$ cat src/rtl/mult_share_arb_if.sv
// Request/response bundle for mult_share_arb: two requester ports plus the result port.
interface mult_share_arb_if #(
    parameter int unsigned SIZE = 8
);
    logic                  p0_valid;
    logic                  p0_ready;
    logic [SIZE-1:0]       p0_a;
    logic [SIZE-1:0]       p0_b;
    logic                  p1_valid;
    logic                  p1_ready;
    logic [SIZE-1:0]       p1_a;
    logic [SIZE-1:0]       p1_b;
    logic                  rsp_valid;
    logic                  rsp_ready;
    logic                  rsp_id;
    logic [2*SIZE-1:0]     rsp_data;
    logic                  busy;

    // Requester/consumer side
    modport master (
        output p0_valid, p0_a, p0_b, p1_valid, p1_a, p1_b, rsp_ready,
        input  p0_ready, p1_ready, rsp_valid, rsp_id, rsp_data, busy
    );

    // Arbiter side
    modport slave (
        input  p0_valid, p0_a, p0_b, p1_valid, p1_a, p1_b, rsp_ready,
        output p0_ready, p1_ready, rsp_valid, rsp_id, rsp_data, busy
    );
endinterface

$ cat src/rtl/mult_share_arb.sv
// Two-port arbiter sharing one SIZE x SIZE unsigned multiplier with fixed LAT-cycle latency.
// Optional build macro MULT_SHARE_FIXED_PRIO_EN: port 0 always wins a tie instead of round-robin.
module mult_share_arb #(
    parameter int unsigned SIZE = 8,
    parameter int unsigned LAT  = 2
) (
    input  logic                  clk,
    input  logic                  rstn,
    mult_share_arb_if.slave       bus
);
    localparam int unsigned PW    = 2 * SIZE;
    localparam int unsigned CNT_W = 4;

    typedef enum logic [1:0] {
        IDLE = 2'd0,
        CALC = 2'd1,
        RESP = 2'd2
    } state_t;

    state_t            state_q, state_d;
    logic [SIZE-1:0]   a_q, a_d;
    logic [SIZE-1:0]   b_q, b_d;
    logic              id_q, id_d;
    logic [CNT_W-1:0]  cnt_q, cnt_d;
    logic              rsp_valid_q, rsp_valid_d;
    logic              rsp_id_q, rsp_id_d;
    logic [PW-1:0]     rsp_data_q, rsp_data_d;
    logic              busy_q, busy_d;
`ifndef MULT_SHARE_FIXED_PRIO_EN
    logic              last_grant_q, last_grant_d;
`endif
    logic              grant0_c, grant1_c;

    // Arbitration: a grant is only offered in IDLE and never while reset is asserted
    always_comb begin
        grant0_c = 1'b0;
        grant1_c = 1'b0;
        if (rstn && state_q == IDLE) begin
`ifdef MULT_SHARE_FIXED_PRIO_EN
            grant0_c = bus.p0_valid;
            grant1_c = bus.p1_valid && !bus.p0_valid;
`else
            grant0_c = bus.p0_valid && (!bus.p1_valid || last_grant_q);
            grant1_c = bus.p1_valid && (!bus.p0_valid || !last_grant_q);
`endif
        end
    end

    // Next-state and datapath: latch on accept, count out the latency, hold result until taken
    always_comb begin
        state_d      = state_q;
        a_d          = a_q;
        b_d          = b_q;
        id_d         = id_q;
        cnt_d        = cnt_q;
        rsp_valid_d  = rsp_valid_q;
        rsp_id_d     = rsp_id_q;
        rsp_data_d   = rsp_data_q;
`ifndef MULT_SHARE_FIXED_PRIO_EN
        last_grant_d = last_grant_q;
`endif
        case (state_q)
            IDLE: begin
                if (grant0_c || grant1_c) begin
                    a_d          = grant1_c ? bus.p1_a : bus.p0_a;
                    b_d          = grant1_c ? bus.p1_b : bus.p0_b;
                    id_d         = grant1_c;
`ifndef MULT_SHARE_FIXED_PRIO_EN
                    last_grant_d = grant1_c;
`endif
                    cnt_d        = '0;
                    state_d      = CALC;
                end
            end
            CALC: begin
                cnt_d = cnt_q + CNT_W'(1);
                if (cnt_q == CNT_W'(LAT - 1)) begin
                    state_d     = RESP;
                    rsp_data_d  = PW'(a_q) * PW'(b_q);
                    rsp_id_d    = id_q;
                    rsp_valid_d = 1'b1;
                end
            end
            RESP: begin
                if (bus.rsp_ready) begin
                    rsp_valid_d = 1'b0;
                    state_d     = IDLE;
                end
            end
            default: begin
                state_d = IDLE;
            end
        endcase
        busy_d = (state_d != IDLE);
    end

    // State and output registers with synchronous active-low reset
    always_ff @(posedge clk) begin
        if (!rstn) begin
            state_q      <= IDLE;
            a_q          <= '0;
            b_q          <= '0;
            id_q         <= 1'b0;
            cnt_q        <= '0;
            rsp_valid_q  <= 1'b0;
            rsp_id_q     <= 1'b0;
            rsp_data_q   <= '0;
            busy_q       <= 1'b0;
`ifndef MULT_SHARE_FIXED_PRIO_EN
            last_grant_q <= 1'b1;
`endif
        end else begin
            state_q      <= state_d;
            a_q          <= a_d;
            b_q          <= b_d;
            id_q         <= id_d;
            cnt_q        <= cnt_d;
            rsp_valid_q  <= rsp_valid_d;
            rsp_id_q     <= rsp_id_d;
            rsp_data_q   <= rsp_data_d;
            busy_q       <= busy_d;
`ifndef MULT_SHARE_FIXED_PRIO_EN
            last_grant_q <= last_grant_d;
`endif
        end
    end

    assign bus.p0_ready  = grant0_c;
    assign bus.p1_ready  = grant1_c;
    assign bus.rsp_valid = rsp_valid_q;
    assign bus.rsp_id    = rsp_id_q;
    assign bus.rsp_data  = rsp_data_q;
    assign bus.busy      = busy_q;

endmodule

$ cat src/flat_wrapper.sv
// flat-port wrapper written by rule: the top's interface ports become plain ports
module mult_share_arb_flat 
#(
    parameter int unsigned SIZE = 8,
    parameter int unsigned LAT  = 2
)
  (clk, rstn, bus_p0_valid, bus_p0_a, bus_p0_b, bus_p1_valid, bus_p1_a, bus_p1_b, bus_rsp_ready, bus_p0_ready, bus_p1_ready, bus_rsp_valid, bus_rsp_id, bus_rsp_data, bus_busy);
  mult_share_arb_if #(.SIZE(SIZE)) bus_i ();
  input  logic clk;
  input  logic rstn;
  input wire logic [$bits(bus_i.p0_valid)-1:0] bus_p0_valid;
  input wire logic [$bits(bus_i.p0_a)-1:0] bus_p0_a;
  input wire logic [$bits(bus_i.p0_b)-1:0] bus_p0_b;
  input wire logic [$bits(bus_i.p1_valid)-1:0] bus_p1_valid;
  input wire logic [$bits(bus_i.p1_a)-1:0] bus_p1_a;
  input wire logic [$bits(bus_i.p1_b)-1:0] bus_p1_b;
  input wire logic [$bits(bus_i.rsp_ready)-1:0] bus_rsp_ready;
  output wire logic [$bits(bus_i.p0_ready)-1:0] bus_p0_ready;
  output wire logic [$bits(bus_i.p1_ready)-1:0] bus_p1_ready;
  output wire logic [$bits(bus_i.rsp_valid)-1:0] bus_rsp_valid;
  output wire logic [$bits(bus_i.rsp_id)-1:0] bus_rsp_id;
  output wire logic [$bits(bus_i.rsp_data)-1:0] bus_rsp_data;
  output wire logic [$bits(bus_i.busy)-1:0] bus_busy;
  assign bus_i.p0_valid = bus_p0_valid;
  assign bus_i.p0_a = bus_p0_a;
  assign bus_i.p0_b = bus_p0_b;
  assign bus_i.p1_valid = bus_p1_valid;
  assign bus_i.p1_a = bus_p1_a;
  assign bus_i.p1_b = bus_p1_b;
  assign bus_i.rsp_ready = bus_rsp_ready;
  assign bus_p0_ready = bus_i.p0_ready;
  assign bus_p1_ready = bus_i.p1_ready;
  assign bus_rsp_valid = bus_i.rsp_valid;
  assign bus_rsp_id = bus_i.rsp_id;
  assign bus_rsp_data = bus_i.rsp_data;
  assign bus_busy = bus_i.busy;
  mult_share_arb #(.SIZE(SIZE), .LAT(LAT)) u_core (.clk(clk), .rstn(rstn), .bus(bus_i));
endmodule
$ cat config.mk
export PLATFORM = sky130hd
export DESIGN_NAME = mult_share_arb_flat
export DESIGN_NICKNAME = d
export VERILOG_FILES = /design/src/rtl/mult_share_arb_if.sv /design/src/rtl/mult_share_arb.sv /design/src/flat_wrapper.sv
export SDC_FILE = /design/constraint.sdc
export NUM_CORES = 1
export LEC_CHECK = 0
export BUFFER_PORTS_ARGS = -buffer_cell sky130_fd_sc_hd__buf_4
export CAP_MARGIN = 20
export CORE_AREA = 2 2 81 83
export CTS_CLUSTER_DIAMETER = 150
export DETAILED_ROUTE_END_ITERATION = 12
export DIE_AREA = 0 0 83 85
export GPL_TIMING_DRIVEN = 0
export HOLD_SLACK_MARGIN = 0.06
export PLACE_DENSITY = 0.95
export SLEW_MARGIN = 20
export SYNTH_ARGS = -nofsm -noshare
export SYNTH_HDL_FRONTEND = slang
export SYNTH_SLANG_ARGS = --single-unit
$ cat constraint.sdc
create_clock -name clk -period 9.6 [get_ports clk]
set_input_delay 1.92 -clock clk [delete_from_list [all_inputs] [get_ports clk]]
set_output_delay 1.92 -clock clk [all_outputs]
set_load 0.1 [all_outputs]
**Word level (Yosys, flattened, before mapping)**

Cells that the tools add are included.

- Add/subtract/negate cells: 1
- Reduce and logical (&&, ||, !) cells: 17
- Mux-type cells: 13
- Multipliers: 1
- Equal/unequal tests: 6

Operators by type and width:

| cell | count |
|---|---|
| $mul A8 B8 Y16 | 1 |
| $mux W8 | 2 |
| $pmux W4 S2 | 1 |
| $mux W2 | 3 |
| $pmux W2 S3 | 1 |
| $reduce_and A2 Y1 | 3 |
| $reduce_bool A2 Y1 | 3 |
| $add A4 B1 Y4 const B | 1 |
| $eq A4 B1 Y1 const B | 1 |
| $mux W1 | 4 |
| $mux W4 | 1 |
| $ne A2 B2 Y1 const B | 2 |
| $logic_and A1 B1 Y1 | 3 |
| $logic_not A1 Y1 | 3 |
| $logic_or A1 B1 Y1 | 3 |
| $reduce_and A3 Y1 | 1 |
| $eq A2 B1 Y1 const B | 1 |
| $eq A2 B2 Y1 const B | 1 |
| $logic_not A2 Y1 | 1 |
| $ne A2 B1 Y1 const B | 1 |
| $pmux W1 S2 | 1 |

- Output and inout bits: 21
- Bits of input ports: 37
- Word-level logic and storage cells: 48
- Bits in registers: 43

**Longest topological paths before layout**

- Depth in word-level cells: 8
- Depth in mapped cells: 15
- Gate-level depth less buffers: 15

**Worst setup path before layout**

No wires, ideal clock.

- Path kind: input -> output
- From: in rstn
- To: out bus_p1_ready
- Required time: 7,680 ps
- Stages: 5
- Buffers on the path: 1
- Setup slack: 4,517 ps
- Data arrival time: 3,163 ps
- Cell sequence: nand2b_1 -> nor2_1 -> nand3_1 -> clkbuf_1 -> inv_1

- Cells in the longest elaborated chain, start to end: 2

RTL lines:

| what | RTL line | source |
|---|---|---|
| from (decl) | flat_wrapper.sv:10 | `input logic rstn;` |
| $logic_and A1 B1 Y1 | mult_share_arb.sv:38 | `if (rstn && state_q == IDLE) begin` |
| $mux W1 | mult_share_arb.sv:38 |  |
| to (decl) | flat_wrapper.sv:19 | `output wire logic [$bits(bus_i.p1_ready)-1:0] bus_p1_ready;` |

Every way passes these cells.

**Worst setup path in the final report**

Same ends and word-level chain as after synthesis.

==> impl_results.md <==
- Crit path capture type: output pin
- Synth top area share: 0.227
- Status: completed
- Detail Placement HPWL: 7150 um
- All-Layer GR Usage: 0.271
- Primary FF master, synth: dfxtp_1
- Core area: 6200 um^2
- Port bufs: 57
- DRC viols: 0
- Synth cell types: 41
- Slew margin rel.: 0.583
- Postcts setup bufs: 0
- CP arrival: 3380 ps
- Clock power frac: 0.329
- Largest area contributor in the netlist: dfxtp_1
- Antenna cell count: 0
- CP Data Required Time: ~7700 ps
- Layout cells sized above 1: 0.154
- Synthesized Nets: around 550
- IO Pins: 58
- Cells after Synth: 435
- Vias/cell: 5.80
- Worst slew pin tran: around 630 ps
- Warnings from Yosys: 0
- Synth top area cells: dfxtp_1 23%, fa_1 19%, ha_1 13%
- Sequential share of the synthesized area: 0.227
- Leak: 2.29 nW
- Final Slew Violations: 0
- Initial drt markers: 228
- Post-CTS sizing: 0
- Period minus WS final: about 5300 ps
- TritonCTS Sinks: 43
- Largest net degree at the start of global routing: 16
- DR pass1 iterations: 4
- Final setup violation count: 0
- Worst R2R Path Depth: 14
- Root Buffer: clkbuf_8
- Clock Tree Buf Depth: 2
- Routed len/inst: 16.4 um
- Crit Path Class: in2out
- Sw power: 0.147 mW
- Pint: 0.306 mW
- Site row count: 29
- EDFF count, synth: 0
- Drt total wl: 9450 um
- MaxCap Viol Count: 0
- F_max: 189 MHz
- Sequential Power Share: 0.453
- RSZ-0062 raised after global routing: no
- Starting Density: 0.612
- CTS tree: done
- Clock latency on the worst-skew pair: 310 ps
- Hold depth: 2
- Vias in the first global route: about 3400
- Critical path fanouts, max: 10
- Global-route wire length before repair: 15500 um
- Die X: 83 um
- Initial antenna violation count: 0
- H-tree Lvls: 2
- Switching Share: 0.325
- Logic pwr share: 0.218
- TritonCTS buffer count: 5
- Asr flop ratio synth: 0
- #FFs+latches synth: 43
- Worst hold path type: reg2reg
- Post-Synthesis Cell Area: 3800 um^2
- Clk_skew: ~9.0 ps
- Die height: 85 um
- Final GP Congestion: 0.863
- Syn avg cell area: between 8 and 9 um^2
- Routed Antenna Nets: 0
- Nets: 610
- Clock Pin Slew Worst Setup and Hold Paths: about 90 ps
- Setup_tns: 0 ps
- Pwr dens: just over 100 nW/um^2
- Startpoint Class: input pin
- GR Overflow Total: 0
- Final core occ: 0.715
- Routed via count: 3345
- VDD IR max: 133 uV
- Die area: 7060 um^2
- Period Utilization, post-route: 0.552
- P&R area growth vs syn: 16.9%
- Hold_buf cts: 0
- Hold Fails Final Rpt: 0
-- layout by cell type, fill, tap and decap left out, drive strengths merged --
master / count
nand2: 50
a21oi: 24
and2b: 1
nand4: 2
and3: 1
a31oi: 2
buf: 65
o31ai: 1
o21a: 1
o221ai: 1
ha: 38
bufinv: 1
nand3: 14
or3: 1
a21boi: 1
nand2b: 6
o211ai: 2
dfxtp: 43
mux2i: 17
a32oi: 1
o22ai: 1
nor2: 31
a21o: 3
nor3b: 1
clkbuf: 9
xor2: 5
clkinv: 2
a22oi: 2
or2: 2
o21ai: 10
a211oi: 20
inv: 50
mux2: 2
and4: 1
and2: 46
fa: 36
nor3: 5
xnor2: 2
-- state kept, by name, summed over array words and instances (netlist names) --
name                  flops
u_core.last_grant_q       1
u_core.bus.rsp_data      16
u_core.bus.busy           1
u_core.bus.rsp_id         1
u_core.state_q            2
u_core.b_q                8
u_core.bus.rsp_valid      1
u_core.id_q               1
u_core.cnt_q              4
u_core.a_q                8
-- critical path, cell delays in order --
cell and delay [ps]:
buf_4 120, nand2b_1 70, nor2_1 160, nand3_1 320, clkbuf_1 370, inv_1 110
buf_4 290
-- cell usage after synthesis (2+ instances only) --
cell / n
a31oi_1: 2
nand2_1: 50
a21oi_1: 24
a21o_1: 3
mux2_2: 2
a22oi_1: 2
fa_1: 36
ha_1: 38
mux2i_1: 17
xor2_1: 5
clkbuf_1: 4
xnor2_1: 2
nor2_1: 31
nand3_1: 13
buf_2: 5
dfxtp_1: 43
o21ai_0: 10
nor3_1: 5
a211oi_1: 20
and2_1: 46
o211ai_1: 2
inv_1: 49
or2_2: 2
nand4_1: 2
nand2b_1: 6
-- worst paths after layout --
path	slack, ps	startpoint	to
max reg2reg	5160	u_core.b_q[3]	u_core.bus.rsp_data[13]
min	460	u_core.bus.rsp_data[7]	u_core.bus.rsp_data[7]
max	4300	rstn	bus_p1_ready
min reg2reg	460	u_core.bus.rsp_data[7]	u_core.bus.rsp_data[7]
-- cell families after synthesis --
group,after synthesis,synth area share
AND/OR/NAND/NOR,161,0.208
adder cells (fa/ha/maj),74,0.315
AO/OA/AOI/OAI,69,0.114
buffers and inverters,62,0.0692
flip-flops,43,0.227
multiplexers,19,0.0508
XOR/XNOR,7,0.0162
-- power groups by stage --
stage,sequential [mW],clock [mW],combinational (mW)
final,0.205,0.149,0.0989
after global routing,0.207,0.155,0.108
after CTS,0.204,0.149,0.0988
after detailed placement,0.208,0,0.0971
after global placement,0.208,0,0.0928
after floorplan,0.212,0,0.0571
-- final cells by class --
type,instances,area [um^2]
Multi-Input combinational cell,330,2670
Fill cell,402,1770
Sequential cell,43,861
Timing Repair Buffer,57,428
Inverter,50,188
Tap cell,77,96.3
Buffer,12,75.1
Clock buffer,5,68.8
Clock inverter,3,47.5
-- metal layers --
metal  vias to the layer above  global-route usage  part of all wire
met1                      1634               0.327              0.39
met2                       125               0.482              0.53
met5                         -                   0                 0
li1                       1568                   -                 -
met3                        18              0.0389             0.054
met4                         0               0.121             0.023
-- stage by stage --
stage	std cells	hold slack (ps)	setup WS [ps]	area [um^2]	total power, mW
after floorplan	435	432	4520	3800	0.269
after global placement	569	440	4400	4320	0.300
after detailed placement	569	452	4350	4320	0.305
after CTS	577	465	4330	4440	0.452
after global routing	577	488	4240	4440	0.470
final	577	465	4300	4440	0.454
Power figures use the tool's default switching activity.
